===== config.mk =====
export PLATFORM = sky130hd
export DESIGN_NAME = md_scheduler_flat
export DESIGN_NICKNAME = d
export VERILOG_FILES = /design/src/rtl/md_scheduler_pkg.sv /design/src/rtl/md_scheduler_if.sv /design/src/rtl/md_hilo_regs.sv /design/src/rtl/md_scheduler.sv /design/src/flat_wrapper.sv
export SDC_FILE = /design/constraint.sdc
export NUM_CORES = 1
export LEC_CHECK = 0
export BUFFER_PORTS_ARGS = -buffer_cell sky130_fd_sc_hd__buf_2
export CAP_MARGIN = 10
export CORE_AREA = 2 2 141 143
export DETAILED_ROUTE_END_ITERATION = 7
export DIE_AREA = 0 0 143 145
export PLACE_DENSITY_LB_ADDON = 0.08
export SLEW_MARGIN = 20
export SYNTH_ARGS = -nofsm -noshare
export SYNTH_HDL_FRONTEND = slang
export SYNTH_SLANG_ARGS = --single-unit

===== constraint.sdc =====
create_clock -name clk -period 2.2 [get_ports clk]
set_input_delay 0 -clock clk [delete_from_list [all_inputs] [get_ports clk]]
set_output_delay 0 -clock clk [all_outputs]
set_load 0.01 [all_outputs]

===== src/rtl/md_scheduler_pkg.sv =====
// Shared encodings for the multiply/divide scheduler: request opcodes, FSM states, op-class helpers.
// Pure definitions; no logic, latency or flow control of its own.
package md_sched_pkg;

    typedef enum logic [2:0] {
        OP_MULT  = 3'd0,
        OP_MULTU = 3'd1,
        OP_DIV   = 3'd2,
        OP_DIVU  = 3'd3,
        OP_MTHI  = 3'd4,
        OP_MTLO  = 3'd5,
        OP_MFHI  = 3'd6,
        OP_MFLO  = 3'd7
    } md_op_e;

    typedef enum logic [1:0] {
        ST_IDLE     = 2'd0,
        ST_WAIT_MUL = 2'd1,
        ST_WAIT_DIV = 2'd2,
        ST_DRAIN    = 2'd3
    } md_state_e;

    function automatic logic is_signed_op(md_op_e op);
        return (op == OP_MULT) || (op == OP_DIV);
    endfunction

endpackage


===== src/rtl/md_scheduler_if.sv =====
// Decode-side request/move-from bus plus the shared mul/div unit start/complete bus.
// slave = scheduler view, master = decode/unit/environment view.
interface md_scheduler_if;
    import md_sched_pkg::*;

    logic         req_valid;
    md_op_e       req_op;
    logic [31:0]  req_src1;
    logic [31:0]  req_src2;
    logic         req_ready;
    logic         flush;
    logic         mul_en;
    logic         div_en;
    logic         md_signed;
    logic [31:0]  md_src1;
    logic [31:0]  md_src2;
    logic         mul_complete;
    logic [63:0]  mul_result;
    logic         div_complete;
    logic [31:0]  div_quotient;
    logic [31:0]  div_remainder;
    logic         mf_valid;
    logic [31:0]  mf_data;
    logic         md_busy;
    logic [31:0]  hi;
    logic [31:0]  lo;
    logic         timeout_err;

    modport slave (
        input  req_valid, req_op, req_src1, req_src2, flush,
               mul_complete, mul_result, div_complete, div_quotient, div_remainder,
        output req_ready, mul_en, div_en, md_signed, md_src1, md_src2,
               mf_valid, mf_data, md_busy, hi, lo, timeout_err
    );

    modport master (
        output req_valid, req_op, req_src1, req_src2, flush,
               mul_complete, mul_result, div_complete, div_quotient, div_remainder,
        input  req_ready, mul_en, div_en, md_signed, md_src1, md_src2,
               mf_valid, mf_data, md_busy, hi, lo, timeout_err
    );

endinterface


===== src/rtl/md_hilo_regs.sv =====
// Architectural HI/LO register pair with individual and paired 64-bit write ports.
// Writes land on the next rising edge; reads are the register outputs; no backpressure.
module md_hilo_regs (
    input  logic        clk,
    input  logic        reset,
    input  logic        hi_we,
    input  logic [31:0] hi_wd,
    input  logic        lo_we,
    input  logic [31:0] lo_wd,
    input  logic        pair_we,
    input  logic [63:0] pair_wd,
    output logic [31:0] hi,
    output logic [31:0] lo
);

    // Paired write (unit result) takes priority; the scheduler never raises both at once.
    always_ff @(posedge clk or posedge reset) begin
        if (reset) begin
            hi <= '0;
            lo <= '0;
        end else if (pair_we) begin
            hi <= pair_wd[63:32];
            lo <= pair_wd[31:0];
        end else begin
            if (hi_we) hi <= hi_wd;
            if (lo_we) lo <= lo_wd;
        end
    end

endmodule


===== src/rtl/md_scheduler.sv =====
// Issues MULT/DIV start pulses to the shared units, commits results to HI/LO, serves MTxx/MFxx.
// Start/move-from outputs are combinational in the accept cycle; results visible the cycle after complete.
module md_scheduler
    import md_sched_pkg::*;
#(
    parameter int TIMEOUT_CYCLES = 64,
    parameter int CNT_W          = 7
) (
    input  logic           clk,
    input  logic           reset,
    md_scheduler_if.slave  bus
);

    localparam logic [CNT_W-1:0] WD_LIMIT = CNT_W'(TIMEOUT_CYCLES - 1);

    md_state_e        state, state_nxt;
    logic [CNT_W-1:0] wd_cnt;
    logic             wd_hit;
    logic             cnt_clr, cnt_inc, to_set;
    logic             timeout_err;

    logic             accept;
    logic             mul_en, div_en, md_signed, mf_valid;
    logic [31:0]      md_src1, md_src2, mf_data;
    logic             hi_we, lo_we, pair_we;
    logic [63:0]      pair_wd;
    logic [31:0]      hi_q, lo_q;

    assign wd_hit = (wd_cnt == WD_LIMIT);

    always_ff @(posedge clk or posedge reset) begin
        if (reset) state <= ST_IDLE;
        else       state <= state_nxt;
    end

    always_comb begin
        state_nxt = state;
        accept    = 1'b0;
        mul_en    = 1'b0;
        div_en    = 1'b0;
        md_signed = 1'b0;
        md_src1   = '0;
        md_src2   = '0;
        mf_valid  = 1'b0;
        mf_data   = '0;
        hi_we     = 1'b0;
        lo_we     = 1'b0;
        pair_we   = 1'b0;
        pair_wd   = '0;
        cnt_clr   = 1'b0;
        cnt_inc   = 1'b0;
        to_set    = 1'b0;

        case (state)
            ST_IDLE: begin
                accept = bus.req_valid & ~bus.flush;
                if (accept) begin
                    case (bus.req_op)
                        OP_MULT, OP_MULTU: begin
                            mul_en    = 1'b1;
                            md_signed = is_signed_op(bus.req_op);
                            md_src1   = bus.req_src1;
                            md_src2   = bus.req_src2;
                            cnt_clr   = 1'b1;
                            state_nxt = ST_WAIT_MUL;
                        end
                        OP_DIV, OP_DIVU: begin
                            div_en    = 1'b1;
                            md_signed = is_signed_op(bus.req_op);
                            md_src1   = bus.req_src1;
                            md_src2   = bus.req_src2;
                            cnt_clr   = 1'b1;
                            state_nxt = ST_WAIT_DIV;
                        end
                        OP_MTHI: hi_we = 1'b1;
                        OP_MTLO: lo_we = 1'b1;
                        OP_MFHI: begin
                            mf_valid = 1'b1;
                            mf_data  = hi_q;
                        end
                        OP_MFLO: begin
                            mf_valid = 1'b1;
                            mf_data  = lo_q;
                        end
                    endcase
                end
            end
            // Completion beats the watchdog; the watchdog beats a flush so a hung unit can't strand DRAIN.
            ST_WAIT_MUL: begin
                cnt_inc = 1'b1;
                if (bus.mul_complete) begin
                    state_nxt = ST_IDLE;
                    pair_we   = ~bus.flush;
                    pair_wd   = bus.mul_result;
                end else if (wd_hit) begin
                    to_set    = 1'b1;
                    state_nxt = ST_IDLE;
                end else if (bus.flush) begin
                    state_nxt = ST_DRAIN;
                end
            end
            ST_WAIT_DIV: begin
                cnt_inc = 1'b1;
                if (bus.div_complete) begin
                    state_nxt = ST_IDLE;
                    pair_we   = ~bus.flush;
                    pair_wd   = {bus.div_remainder, bus.div_quotient};
                end else if (wd_hit) begin
                    to_set    = 1'b1;
                    state_nxt = ST_IDLE;
                end else if (bus.flush) begin
                    state_nxt = ST_DRAIN;
                end
            end
            ST_DRAIN: begin
                cnt_inc = 1'b1;
                if (bus.mul_complete || bus.div_complete) begin
                    state_nxt = ST_IDLE;
                end else if (wd_hit) begin
                    to_set    = 1'b1;
                    state_nxt = ST_IDLE;
                end
            end
            default: state_nxt = ST_IDLE;
        endcase
    end

    always_ff @(posedge clk or posedge reset) begin
        if (reset)                         wd_cnt <= '0;
        else if (cnt_clr)                  wd_cnt <= '0;
        else if (cnt_inc && wd_cnt != '1)  wd_cnt <= wd_cnt + CNT_W'(1);
    end

    always_ff @(posedge clk or posedge reset) begin
        if (reset)       timeout_err <= 1'b0;
        else if (to_set) timeout_err <= 1'b1;
    end

    md_hilo_regs u_hilo (
        .clk     (clk),
        .reset   (reset),
        .hi_we   (hi_we),
        .hi_wd   (bus.req_src1),
        .lo_we   (lo_we),
        .lo_wd   (bus.req_src1),
        .pair_we (pair_we),
        .pair_wd (pair_wd),
        .hi      (hi_q),
        .lo      (lo_q)
    );

    assign bus.req_ready   = (state == ST_IDLE);
    assign bus.md_busy     = (state != ST_IDLE);
    assign bus.mul_en      = mul_en;
    assign bus.div_en      = div_en;
    assign bus.md_signed   = md_signed;
    assign bus.md_src1     = md_src1;
    assign bus.md_src2     = md_src2;
    assign bus.mf_valid    = mf_valid;
    assign bus.mf_data     = mf_data;
    assign bus.hi          = hi_q;
    assign bus.lo          = lo_q;
    assign bus.timeout_err = timeout_err;

endmodule


===== src/flat_wrapper.sv =====
// flat-port wrapper written by rule: the top's interface ports become plain ports
module md_scheduler_flat import md_sched_pkg::*;
#(
    parameter int TIMEOUT_CYCLES = 64,
    parameter int CNT_W          = 7
)
  (clk, reset, bus_req_valid, bus_req_op, bus_req_src1, bus_req_src2, bus_flush, bus_mul_complete, bus_mul_result, bus_div_complete, bus_div_quotient, bus_div_remainder, bus_req_ready, bus_mul_en, bus_div_en, bus_md_signed, bus_md_src1, bus_md_src2, bus_mf_valid, bus_mf_data, bus_md_busy, bus_hi, bus_lo, bus_timeout_err);
  md_scheduler_if bus_i ();
  input  logic clk;
  input  logic reset;
  input wire logic [$bits(bus_i.req_valid)-1:0] bus_req_valid;
  input wire logic [$bits(bus_i.req_op)-1:0] bus_req_op;
  input wire logic [$bits(bus_i.req_src1)-1:0] bus_req_src1;
  input wire logic [$bits(bus_i.req_src2)-1:0] bus_req_src2;
  input wire logic [$bits(bus_i.flush)-1:0] bus_flush;
  input wire logic [$bits(bus_i.mul_complete)-1:0] bus_mul_complete;
  input wire logic [$bits(bus_i.mul_result)-1:0] bus_mul_result;
  input wire logic [$bits(bus_i.div_complete)-1:0] bus_div_complete;
  input wire logic [$bits(bus_i.div_quotient)-1:0] bus_div_quotient;
  input wire logic [$bits(bus_i.div_remainder)-1:0] bus_div_remainder;
  output wire logic [$bits(bus_i.req_ready)-1:0] bus_req_ready;
  output wire logic [$bits(bus_i.mul_en)-1:0] bus_mul_en;
  output wire logic [$bits(bus_i.div_en)-1:0] bus_div_en;
  output wire logic [$bits(bus_i.md_signed)-1:0] bus_md_signed;
  output wire logic [$bits(bus_i.md_src1)-1:0] bus_md_src1;
  output wire logic [$bits(bus_i.md_src2)-1:0] bus_md_src2;
  output wire logic [$bits(bus_i.mf_valid)-1:0] bus_mf_valid;
  output wire logic [$bits(bus_i.mf_data)-1:0] bus_mf_data;
  output wire logic [$bits(bus_i.md_busy)-1:0] bus_md_busy;
  output wire logic [$bits(bus_i.hi)-1:0] bus_hi;
  output wire logic [$bits(bus_i.lo)-1:0] bus_lo;
  output wire logic [$bits(bus_i.timeout_err)-1:0] bus_timeout_err;
  assign bus_i.req_valid = bus_req_valid;
  assign bus_i.req_op = bus_req_op;
  assign bus_i.req_src1 = bus_req_src1;
  assign bus_i.req_src2 = bus_req_src2;
  assign bus_i.flush = bus_flush;
  assign bus_i.mul_complete = bus_mul_complete;
  assign bus_i.mul_result = bus_mul_result;
  assign bus_i.div_complete = bus_div_complete;
  assign bus_i.div_quotient = bus_div_quotient;
  assign bus_i.div_remainder = bus_div_remainder;
  assign bus_req_ready = bus_i.req_ready;
  assign bus_mul_en = bus_i.mul_en;
  assign bus_div_en = bus_i.div_en;
  assign bus_md_signed = bus_i.md_signed;
  assign bus_md_src1 = bus_i.md_src1;
  assign bus_md_src2 = bus_i.md_src2;
  assign bus_mf_valid = bus_i.mf_valid;
  assign bus_mf_data = bus_i.mf_data;
  assign bus_md_busy = bus_i.md_busy;
  assign bus_hi = bus_i.hi;
  assign bus_lo = bus_i.lo;
  assign bus_timeout_err = bus_i.timeout_err;
  md_scheduler #(.TIMEOUT_CYCLES(TIMEOUT_CYCLES), .CNT_W(CNT_W)) u_core (.clk(clk), .reset(reset), .bus(bus_i));
endmodule

* Yosys cells after proc, flatten, opt, wreduce, memory -nomap -nowiden *
Index checks and enable logic that the tools add are counted.

word-level totals
  logic and storage cells = 95
  bits of input ports = 201
  flip-flop bits (word level) = 74

operators by class
  bitwise gates (word level) = 2
  add/subtract/negate cells = 1
  eq/ne operators = 15
  reductions and logical operators = 15
  mux-type cells = 57

operators with widths
  cell                                                                     number
  32-bit two-way mux                                                       12
  64-bit two-way mux                                                       2
  64-bit case mux with 2 select lines                                      1
  32-bit case mux with 2 select lines                                      1
  1-bit two-way mux                                                        28
  2-bit two-way mux                                                        7
  7-bit two-way mux                                                        2
  3-bit equality test, second input constant                               4
  2-bit case mux with 4 select lines                                       1
  2-bit nonzero test                                                       4
  7-bit by 1-bit adder with 7-bit output, second input constant            1
  7-bit by 6-bit equality test with 1-bit output, second input constant    1
  7-bit inequality test, second input constant                             1
  3-bit by 2-bit equality test with 1-bit output, second input constant    2
  3-bit by 1-bit inequality test with 1-bit output, second input constant  2
  2-bit OR reduction                                                       3
  2-bit equality test, second input constant                               2
  2-bit case mux with 2 select lines                                       1
  4-bit OR reduction                                                       1
  3-bit by 1-bit equality test with 1-bit output, second input constant    1
  3-bit zero test                                                          1
  1-bit case mux with 3 select lines                                       1
  3-bit AND reduction                                                      1
  3-bit OR reduction                                                       1
  8 further kinds                                                          9

* Depth between registers and ports, before layout *
Gate-level depths: netlist of run 1.

  depth after elaboration = 6
  mapped depth = 9
  gate-level depth less buffers = 6

* Modules after synthesis *
Synthesis of run 1 repeated with hierarchy kept, for this count alone.

second synthesis, totals
  cells, all modules = 663
  area, all modules = 5594.1 um2

by module, submodules not included
  module        cells each  area an instance (um2)  seq. area each (um2)  times used
  md_hilo_regs  279         3019.1                  1601.5                1
  md_scheduler  384         2575.0                  250.2                 1

* Worst setup path before layout of run 1 *
No wires, ideal clock.

  kind = register to register
  start point = register u_core.state[0]
  end point = register u_core.u_hilo.lo[10]
  required time = 2074 ps
  slack = 186 ps
  period minus slack after synthesis = 2014 ps
  cell stages (with the launch flop) = 10
  data arrival time = 1888 ps
  cell sequence = dfrtp_1 -> inv_1 -> ha_1 -> buf_4 -> and4bb_4 -> nand3_4 -> and2_4 -> buf_6 -> buf_6 -> a221o_1

on the way
  cells in the longest elaborated chain, start to end = 3
  elaborated cells between the ends (all ways) = 8

RTL lines
  what                                 RTL line            source
  start, declared                      md_scheduler.sv:16  md_state_e state, state_nxt;
  start signal, assigned               md_scheduler.sv:33  else state <= state_nxt;
  2-bit zero test                      --
  net bus_req_ready                    flat_wrapper.sv:21  output wire logic [$bits(bus_i.req_ready)-1:0] bus_req_ready;
  1-bit two-way mux                    md_scheduler.sv:54  case (state)
  2-bit nonzero test (no source line)  --
  end signal, assigned                 md_hilo_regs.sv:23  lo <= pair_wd[31:0];
  end signal, assigned                 md_hilo_regs.sv:26  if (lo_we) lo <= lo_wd;
  end, declared                        md_hilo_regs.sv:13  output logic [31:0] lo

The timed path passes the listed nets, and every way through them passes these cells.
A chain may end at the register's enable or synchronous reset.

* Worst setup path in the final report of run 1 *
  start point = register u_core.state[1]
  end point = output bus_mf_data[29]

on the way
  cells in the longest elaborated chain, start to end = 2

RTL lines
  what                RTL line            source
  2-bit zero test     md_scheduler.sv:54
  32-bit two-way mux  md_scheduler.sv:54
  end, declared       flat_wrapper.sv:28  output wire logic [$bits(bus_i.mf_data)-1:0] bus_mf_data;

Every way passes these cells.

==> impl_metrics.csv, run 1 <==
group,metric,value,unit
global_route,grt_usage,0.218,
synthesis,synth_area_leader_cell,"dfrtp_1",
detailed_routing,num_vias,5973,
synthesis,synth.ff_latch_count,74,
power,powerDensity,1030,mW/mm^2
timing,finalSetupTns,0,ps
hold_path,hold_path_depth,3,
timing,fin_ws,111,ps
global_route,overflow,0,
global_route,grt_max_degree,49,
global_route,antenna_found_initial,1,
synthesis,ys_async_sr_fraction,1.00,
detailed_routing,drtIter0Drc,288,
timing,finClkSkew,7.19,ps
cts,cts_root_buf,"clkbuf_16",
critical_path,r2r-end,"u_core.u_hilo.lo[7]",
placement,hpwl,17000,microns
final_layout,fin_util,0.397,
timing,setup_violations,0,
cts,clock-sinks,74,
timing,fmax,479,MHz
synthesis,synthFlopType,"dfrtp_1",
timing,rsz0062_at_grt,"false",
critical_path,rr_startpoint,"u_core.state[0]",
synthesis,syn_area,0.00491,sq mm
floorplanning,start_util,0.255,
global_route,grt_pass1_vias,5884,
cts,clk_pin_slew,60,ps
floorplanning,die_h,145,microns
critical_path,critPathLaunchType,"register",
placement,place.gp.congestion,0.781,
critical_path,crit_required,2200,ps
timing,worst_pin_slew,581,ps
cts,cts_made_buffers,9,
synthesis,synth_top_cell_area_share,0.377,
cts,cts_setup_buffers,0,
timing,slew_headroom,0.612,
hold_path,hold_class,"in -> reg",
power,ir_worst_vdd,0.364,mV
floorplanning,die_area,0.0207,sq mm
critical_path,crit_path_end_kind,"primary output",
floorplanning,die_w,143,microns
run,max_cap_violations,0,
synthesis,syn_area_per_cell,8.70,sq um
placement,pre_cts_ws,61.3,ps
critical_path,path_class,"reg -> out",
synthesis,ys_seq_area_frac,0.377,
critical_path,cp_max_fo,32,
hold_path,hp-start,"bus_req_src1[18]",
placement,portBuffers,367,
final_layout,syn_to_final_growth,55.4,%
critical_path,worst_ep_arrival_time,2090,ps
detailed_routing,wl_per_cell,19.5,microns
global_route,grt_pass1_wl,34700,microns
final_layout,layout_common_cells,"buf_2 (367), nor2_1 (89), dfrtp_1 (74)",
detailed_routing,drt_first_pass_iters,5,
timing,fin_crit,2090,ps
final_layout,fin_nets,1139,
final_layout,final_common_cell,"buf_2",
synthesis,yosys_warnings,0,
detailed_routing,ant_nets,0,
final_layout,drive_above_1_share,0.456,
cts,clk_path_buf_depth,2,
synthesis,synthCells,564,
run_status,status,"finished clean",
floorplanning,coreArea,0.0192,sq mm
detailed_routing,wl,23400,microns
synthesis,synth_edf_count,0,
power,p_leak,3.92,nW
synthesis,synth_area_leaders,"dfrtp_1 (38%), and2_1 (8.5%), a22oi_1 (8.0%), a221oi_1 (7.9%), o31ai_1 (7.5%)",
timing,period_share,0.949,
floorplanning,io_pins,368,
detailed_routing,route.detailed.drc,0,
synthesis,syn_nets,771,
floorplanning,rows,51,
cts,clk_latency,340,ps
cts,htree_num_levels,3,
synthesis,ys_types,44,
critical_path,rrSetupSlack,160,ps
cts,cts_tree,"yes",
timing,finalHoldViolCount,0,
timing,finalMaxSlewViolations,0,
detailed_routing,via_per_inst,4.97,
hold_path,holdPathEnd,"u_core.u_hilo.lo[18]",
critical_path,worstRegToRegCells,7,
## final cells by class
cell class,instances,area [sq um]
antenna,1,2.50
clock buffer,11,253
clock inverter,4,26.3
fill,1999,11600
inverter,6,23.8
multi-input combinational,427,2780
sequential,74,1850
tap,265,332
timing repair buffer,414,2350
## worst max-delay path: stages, from the launching register on
cell and delay, ps:
dfrtp_1 370, inv_1 90, ha_1 210, buf_4 180, nand3b_2 170, buf_4 440
nor2_1 120, buf_2 160
## state kept, by name, summed over array words and instances (netlist names)
register / cells
u_core.bus.timeout_err: 1
u_core.state: 2
u_core.u_hilo.hi: 32
u_core.u_hilo.lo: 32
u_core.wd_cnt: 7
## synthesized netlist by cell type, types with 2 or more instances
master,number
a21oi_1,6
a221o_1,20
a221oi_1,44
a22oi_1,52
a31oi_1,2
and2_1,67
buf_1,3
buf_2,23
buf_4,3
buf_6,4
clkbuf_1,24
dfrtp_1,74
ha_1,6
inv_1,6
mux2_2,2
nand2_1,39
nand2b_1,4
nand3_1,14
nor2_1,91
nor2b_1,2
o21ai_0,2
o31ai_1,49
or2_2,3
or4_1,4
## stage by stage
stage / area, sq um / cells / power [mW] / hold slack [ps]
after detailed placement: 7080 / 1162 / 6.46 / 85.5
after global routing: 7620 / 1202 / 8.46 / 10.5
after CTS: 7590 / 1200 / 7.93 / 4.51
after floorplan: 4910 / 564 / 4.72 / 47.5
after global placement: 7080 / 1162 / 6.47 / 84.3
final: 7620 / 1202 / 7.87 / 12.9
## report_power, final
part,total (mW),internal (mW),switching [mW]
Combinational,3.88,1.64,2.24
Sequential,2.58,2.00,0.586
Clock,1.41,0.819,0.589
Total,7.87,4.46,3.41
## routing by layer
metal | share of wire | GRT usage | vias to the layer above
met5 | 0 | 0 | -
met4 | 0.017 | 0.0634 | 0
met3 | 0.061 | 0.0343 | 24
met2 | 0.49 | 0.367 | 270
met1 | 0.43 | 0.287 | 2830
li1 | - | - | 2849
## cell families (layout without fill, tap and decap cells)
group,Yosys count,after routing,share of synthesized area
and+or+nand+nor,235,236,0.241
DFF,74,74,0.377
buffers and inverters,64,435,0.0635
other,0,1,0
AOI/OAI and AO/OA,183,183,0.298
muxes,2,2,0.00459
adders and majority gates,6,6,0.0153
## worst max path at each step
stage	start	endpoint	slack, ps	cells past startpoint
3_3_place_gp	u_core.state[0]	u_core.u_hilo.lo[25]	130	6
4_1_cts	u_core.state[1]	bus_md_src2[6]	60	8
3_5_place_dp	u_core.state[0]	u_core.u_hilo.lo[20]	60	6
5_1_grt	u_core.state[1]	bus_md_src2[6]	4	8
6_report	u_core.state[1]	bus_mf_data[29]	110	7
2_1_floorplan	u_core.state[0]	u_core.u_hilo.lo[10]	190	9
## what timing repair did
item / in CTS / in global routing
cloned: 0 / 1
pin swaps: 0 / 1
resized for setup: 1 / 6
endpoints found under the setup margin: 40 / 102
hold endpoints to repair: 64 / 0
hold buffers: 23 / 0
(Power assumes the default switching activity.)
==> run 2, diff against run 1 <==
Settings changed: CORE_AREA 2 2 141 143 to 2 2 142 144, DIE_AREA 0 0 143 145 to 0 0 144 146, PLACE_DENSITY set to 0.66, PLACE_DENSITY_LB_ADDON 0.08 to not set, SYNTH_HIERARCHICAL set to 1.
==> run 2 against run 1 <==
Power decreased by 3.8%. First-iteration DRC count decreased by 9.0%. Critical path depth unchanged. Combinational power shrank 2%. Fmax up 1.1%. Highest routed layer unchanged.
==> impl_metrics.csv, run 2 <==
group,metric,value,unit
placement,hpwl,17200,microns
synthesis,syn_area_per_cell,8.44,sq um
detailed_routing,drtIter0Drc,262,
timing,finalMaxSlewViolations,0,
placement,pre_cts_ws,217,ps
cts,clock-sinks,74,
critical_path,crit_start,"u_core/state[0]",
critical_path,worst_ep_arrival_time,2070,ps
final_layout,drive_above_1_share,0.407,
power,ir_worst_vdd,0.722,mV
critical_path,path_class,"reg -> out",
timing,fin_crit,2070,ps
cts,cts_root_buf,"clkbuf_16",
synthesis,synth_top_cell_area_share,0.331,
timing,finalSetupTns,0,ps
final_layout,finalNonFillerCells,1306,
critical_path,cp_slowest_cell,"dfrtp_1",
synthesis,synth_xor_area_frac,0,
hold_path,hold_class,"in -> reg",
placement,place_inst,1258,
timing,finalHoldViolCount,0,
synthesis,ys_seq_area_frac,0.331,
critical_path,cpPeakStageDelay,400,ps
timing,period_share,0.939,
cts,cts_made_buffers,9,
synthesis,yosys_warnings,6,
cts,clk_latency,340,ps
detailed_routing,topRoutingLayerUsed,"met4",
final_layout,syn_to_final_growth,48.1,%
timing,slew_headroom,0.600,
power,powerDensity,914,mW/mm^2
global_route,grt_pass1_wl,34100,microns
synthesis,synth_most_common_cell,"a22oi_1",
synthesis,synthFlopType,"dfrtp_1",
synthesis,synth-simple-area-share,0.253,
synthesis,synth_commonest_cells,"a22oi_1 (96), dfrtp_1 (74), nand2_1 (68), and2_1 (67)",
final_layout,final_common_cell,"buf_2",
final_layout,largest_registers,"u_core/u_hilo/hi x32, u_core/u_hilo/lo x32, u_core/wd_cnt x7",
synthesis,synthMuxAreaShare,0.115,
timing,finClkSkew,8.05,ps
timing,rsz0062_at_grt,"false",
run,max_cap_violations,0,
placement,portBuffers,367,
cts,cts_setup_buffers,0,
power,p_leak,3.93,nW
placement,place.gp.congestion,0.824,
synthesis,synth_area_leaders,"dfrtp_1 (33%), a22oi_1 (13%), mux2i_1 (11%), and2_1 (7.5%), nor2b_1 (7.2%)",
final_layout,regArea,0.00185,sq mm
final_layout,multi_input_area,0.00336,sq mm
timing,setup_violations,0,
timing,worst_pin_slew,598,ps
detailed_routing,num_vias,6272,
cts,clk_pin_slew,60,ps
critical_path,worstRegToRegCells,7,
synthesis,synth_top_family_by_area,"simple AND/OR/NAND/NOR gates",
floorplanning,io_pins,368,
critical_path,cp_max_fo,16,
detailed_routing,drt_first_pass_iters,5,
detailed_routing,route.detailed.drc,0,
floorplanning,die_h,146,microns
floorplanning,die_w,144,microns
critical_path,endpoint,"bus_mf_data[19]",
cts,htree_num_levels,3,
synthesis,ys_async_sr_fraction,1.00,
final_layout,n_fill_cell,1983,
synthesis,syn_area,0.00559,sq mm
detailed_routing,met1_length,9200,microns
critical_path,path_cells,"inv_1 > ha_2 > nand3b_4 > or2_1 > buf_4 > nor2_2 > buf_2",
detailed_routing,wl,22700,microns
critical_path,crit_path_end_kind,"primary output",
final_layout,fin_nets,1242,
run_status,status,"finished clean",
detailed_routing,wl_per_cell,17.4,microns
synthesis,synth_area_leader_cell,"dfrtp_1",
critical_path,critPathLaunchType,"register",
global_route,grt_max_degree,70,
detailed_routing,via_per_inst,4.80,
timing,fmax,484,MHz
synthesis,synthCells,663,
timing,hold_slack,9.65,ps
critical_path,rrSetupSlack,210,ps
floorplanning,start_util,0.289,
cts,cts_tree,"yes",
detailed_routing,routed-wl-met2,11600,microns
global_route,grt_usage,0.211,
synthesis,synth_compound_area_frac,0.213,
critical_path,path_depth,7,
final_layout,antenna_cells,0,
floorplanning,rows,51,
final_layout,final_area,0.00829,sq mm
synthesis,syn_nets,869,
critical_path,crit_required,2200,ps
critical_path,rr_startpoint,"u_core/state[0]",
final_layout,layout_common_cells,"buf_2 (367), a22oi_1 (96), dfrtp_1 (74)",
synthesis,ys_types,38,
critical_path,cp_top_family,"simple AND/OR/NAND/NOR gates",
cts,clk_path_buf_depth,2,
hold_path,hp-start,"bus_req_src1[0]",
synthesis,synth_edf_count,0,
global_route,overflow,0,
placement,placed_cell_area,0.00768,sq mm
floorplanning,coreArea,0.0193,sq mm
timing,fin_ws,133,ps
critical_path,critical_path_buf_inv_count,3,
synthesis,synth.ff_latch_count,74,
floorplanning,die_area,0.0210,sq mm
global_route,antenna_found_initial,0,
global_route,grt_pass1_vias,6179,
detailed_routing,dr_wl_met3,1360,microns
synthesis,synth_adder_area_share,0.0112,
critical_path,r2r-end,"u_core/u_hilo/hi[15]",
detailed_routing,ant_nets,0,
-- run 2: worst register-to-register path, cell delays in order, from the launching register on --
cell	delay [ps]
dfrtp_1	400
inv_1	110
ha_2	220
nand3b_4	110
nor4b_2	290
buf_4	390
mux2i_1	270
o21ai_1	80
-- run 2: per-layer routing --
| metal | up-vias | track usage |
|---|---|---|
| li1 | 3059 | - |
| met3 | 28 | 0.0313 |
| met1 | 2893 | 0.247 |
| met4 | 0 | 0.0730 |
| met5 | - | 0 |
| met2 | 292 | 0.389 |
-- run 2: per-stage QoR --
stage / power (mW) / util
2_1_floorplan: 4.61 / -
3_3_place_gp: 6.10 / 0.397
5_1_grt: 8.15 / 0.429
3_5_place_dp: 6.17 / 0.397
6_report: 7.57 / 0.429
4_1_cts: 7.67 / 0.428
-- run 2: logic make-up (layout without fill, tap and decap cells) --
group                      after synthesis  after routing
DFF                                     74             74
adders and majority gates                5              5
buffers and inverters                   73            451
and+or+nand+nor                        265            265
muxes                                   64             64
AOI/OAI and AO/OA                      182            182
-- run 2: layout make-up --
| type | instances | area share |
|---|---|---|
| multi-input cells | 516 | 0.405 |
| repair buffers | 424 | 0.292 |
| flip-flops and latches | 74 | 0.223 |
| well taps | 265 | 0.0400 |
| clock buffers | 14 | 0.0331 |
| inverters | 11 | 0.00498 |
| clock inverters | 2 | 0.00121 |
-- run 2: report_power, final --
part / internal, mW / switching (mW) / total, mW
Combinational: 1.68 / 2.11 / 3.79
Clock: 0.853 / 0.560 / 1.41
Sequential: 1.89 / 0.482 / 2.37
-- run 2: worst min path at each step --
stage	cells past startpoint	endpoint	slack, ps
after floorplan	1	u_core/bus.timeout_err	-160
after global placement	2	u_core/state[1]	50
after detailed placement	2	u_core/state[1]	60
after CTS	3	u_core/u_hilo/lo[0]	6
after global routing	3	u_core/u_hilo/lo[0]	30
final	3	u_core/u_hilo/lo[0]	10
-- run 2: timing repair --
item	4_1_cts	5_1_grt
endpoints found under the setup margin	0	2
hold endpoints to repair	85	0
gates resized for setup	0	2
hold buffers	32	0
==> run 3, diff against run 2 <==
Settings changed: ABC_AREA set to 1, CORE_AREA 2 2 142 144 to 2 2 143 145, DIE_AREA 0 0 144 146 to 0 0 145 147, PLACE_DENSITY 0.66 to 0.68, RECOVER_POWER set to 50.
Clock period 2.2 ns to 2 ns, I/O delays scaled along.
==> run 3 against run 2 <==
Clock-buffer cell count fell by 1. Register-to-register slack got worse by 90 ps. Sequential power rose by 11%. Setup slack got worse by 17 ps. Core utilization rose by 0.72 points. Hold slack improved by 42 ps. Global-route usage rose by 2.7 points. Via count rose by 24%. Largest power group unchanged.
==> impl_metrics.csv, run 3 <==
group,metric,value,unit
timing,fmax,531,MHz
synthesis,synth_area_leader_cell,"dfrtp_1",
detailed_routing,via_per_inst,5.06,
synthesis,synthFlopType,"dfrtp_1",
synthesis,syn_area,0.00599,sq mm
final_layout,fin_nets,1460,
global_route,grt_max_degree,72,
final_layout,drive_above_1_share,0.330,
final_layout,final_common_cell,"buf_2",
synthesis,synth_most_common_cell,"nand3_1",
floorplanning,start_util,0.302,
placement,place.gp.congestion,0.853,
synthesis,synth_area_leaders,"dfrtp_1 (31%), nand3_1 (22%), nand2_1 (9.7%), a22oi_2 (6.3%), a21oi_1 (5.5%)",
final_layout,syn_to_final_growth,44.3,%
placement,place_inst,1479,
critical_path,worst_ep_arrival_time,2150,ps
cts,cts_made_buffers,9,
synthesis,syn_area_per_cell,6.71,sq um
floorplanning,die_h,147,microns
timing,finClkSkew,6.57,ps
power,powerDensity,1010,mW/mm^2
final_layout,layout_common_cells,"buf_2 (297), nand3_1 (267), nand2_1 (155)",
final_layout,largest_registers,"u_core/u_hilo/hi x32, u_core/u_hilo/lo x32, u_core/wd_cnt x7",
run_status,status,"finished clean",
timing,setup_violations,0,
cts,clk_pin_slew,60,ps
detailed_routing,num_vias,7746,
global_route,overflow,0,
synthesis,synth_edf_count,0,
floorplanning,die_w,145,microns
power,power_switching,4.23,mW
timing,finalHoldViolCount,0,
timing,rsz0062_at_grt,"false",
global_route,met3_usage,0.0503,
global_route,grt_pass1_wl,40400,microns
synthesis,synth_top_cell_area_share,0.309,
placement,hpwl,19100,microns
cts,clk_latency,340,ps
timing,slew_headroom,0.0284,
power,comb_power_share,0.529,
run,max_cap_violations,0,
floorplanning,coreArea,0.0198,sq mm
final_layout,n_fill_cell,2089,
detailed_routing,wl,26300,microns
critical_path,crit_path_end_kind,"register",
power,p_leak,4.32,nW
global_route,busiest_layer,"met2",
critical_path,crit_required,2260,ps
synthesis,synth_commonest_cells,"nand3_1 (267), nand2_1 (155), nor2_1 (79), inv_1 (78), dfrtp_1 (74)",
power,ir_worst_vdd,1.02,mV
final_layout,regArea,0.00185,sq mm
global_route,grt_usage,0.238,
global_route,use_met1,0.292,
synthesis,ys_types,30,
detailed_routing,route.detailed.drc,0,
cts,clock-sinks,74,
cts,cts_tree,"yes",
timing,finalSetupTns,0,ps
synthesis,ys_async_sr_fraction,1.00,
synthesis,yosys_warnings,6,
synthesis,synthCells,893,
timing,finalMaxSlewViolations,0,
critical_path,path_class,"reg -> reg",
detailed_routing,ant_nets,0,
final_layout,multi_input_area,0.00342,sq mm
critical_path,critPathLaunchType,"register",
synthesis,ys_seq_area_frac,0.309,
global_route,met2_usage,0.404,
floorplanning,io_pins,368,
hold_path,hold_class,"in -> reg",
power,p_int,4.48,mW
detailed_routing,drt_first_pass_iters,6,
power,switching_share,0.486,
floorplanning,die_area,0.0213,sq mm
detailed_routing,drtIter0Drc,477,
cts,htree_num_levels,3,
global_route,antenna_found_initial,1,
synthesis,synth.ff_latch_count,74,
floorplanning,rows,52,
cts,cts_root_buf,"clkbuf_16",
synthesis,syn_nets,1099,
final_layout,fin_util,0.436,
timing,period_share,0.942,
critical_path,cp_max_fo,64,
timing,fin_crit,1880,ps
detailed_routing,wl_per_cell,17.2,microns
timing,worst_pin_slew,1460,ps
placement,portBuffers,367,
global_route,grt_pass1_vias,7527,
final_layout,finalNonFillerCells,1530,
power,p_clk_frac,0.170,
power,seqPwrFrac,0.300,
cts,clk_path_buf_depth,2,
==> run 3: worst paths after layout <==
check	start	to	slack, ps	cells past startpoint
setup / recovery	u_core/state[1]	u_core/u_hilo/lo[17]	120	9
hold / removal	bus_div_remainder[20]	u_core/u_hilo/hi[20]	50	5
setup reg to reg	u_core/state[1]	u_core/u_hilo/lo[17]	120	9
hold reg to reg	u_core/bus.timeout_err	u_core/bus.timeout_err	480	2
max in group asynchronous	reset	u_core/u_hilo/hi[8]	490	3
min in group asynchronous	reset	u_core/wd_cnt[0]	180	3
==> run 3: power groups by stage <==
stage | combinational [mW] | sequential [mW] | clock (mW)
after floorplan | 2.50 | 2.75 | 0
after CTS | 4.75 | 2.60 | 1.53
after global routing | 5.06 | 2.69 | 1.59
final | 4.61 | 2.62 | 1.48
after global placement | 4.63 | 2.60 | 0
after detailed placement | 4.69 | 2.62 | 0
==> run 3: area by class of cell <==
| type | instances | share of cell area |
|---|---|---|
| well taps | 270 | 0.0391 |
| repair buffers | 430 | 0.285 |
| diodes | 1 | 0.000289 |
| flip-flops and latches | 74 | 0.214 |
| multi-input cells | 658 | 0.395 |
| clock inverters | 3 | 0.00174 |
| clock buffers | 13 | 0.0289 |
| inverters | 81 | 0.0357 |
==> run 3: timing repair <==
item | in CTS | in global routing
hold buffers | 33 | 0
resized for setup | 1 | 2
pin swaps | 0 | 1
hold endpoints to repair | 108 | 0
setup endpoints to repair | 17 | 70
setup buffers | 0 | 1
==> run 3: worst max-delay path, stage by stage, from the launching register on <==
cell,delay (ps)
dfrtp_1,370
buf_4,150
ha_2,190
o21ai_0,290
a21oi_4,60
buf_12,150
inv_2,60
buf_12,280
nand3_1,130
nand3_1,120
==> run 3: per-stage QoR <==
step / power (mW) / hold WS [ps] / setup WS, ps / area (sq um)
finish: 8.71 / 51.4 / 117 / 8650
global route: 9.35 / 62.2 / 18.8 / 8640
floorplan: 5.25 / -160 / 120 / 5990
CTS: 8.88 / 35.0 / 74.3 / 8720
detailed placement: 7.30 / 31.4 / 117 / 8130
global placement: 7.23 / 19.8 / 162 / 8130
==> run 3: per-layer routing <==
| layer | wire [microns] | up-vias |
|---|---|---|
| met1 | 10600 | 3611 |
| met4 | 835 | 0 |
| met2 | 12700 | 404 |
| met5 | 0 | - |
| met3 | 2140 | 56 |
| li1 | - | 3675 |
==> run 3: logic make-up after synthesis <==
logic type | count (synthesis) | synth area share
fa+ha+maj | 5 | 0.0104
flops | 74 | 0.309
buf+inv | 161 | 0.128
compound gates | 105 | 0.126
simple gates | 544 | 0.420
xor+xnor | 4 | 0.00585
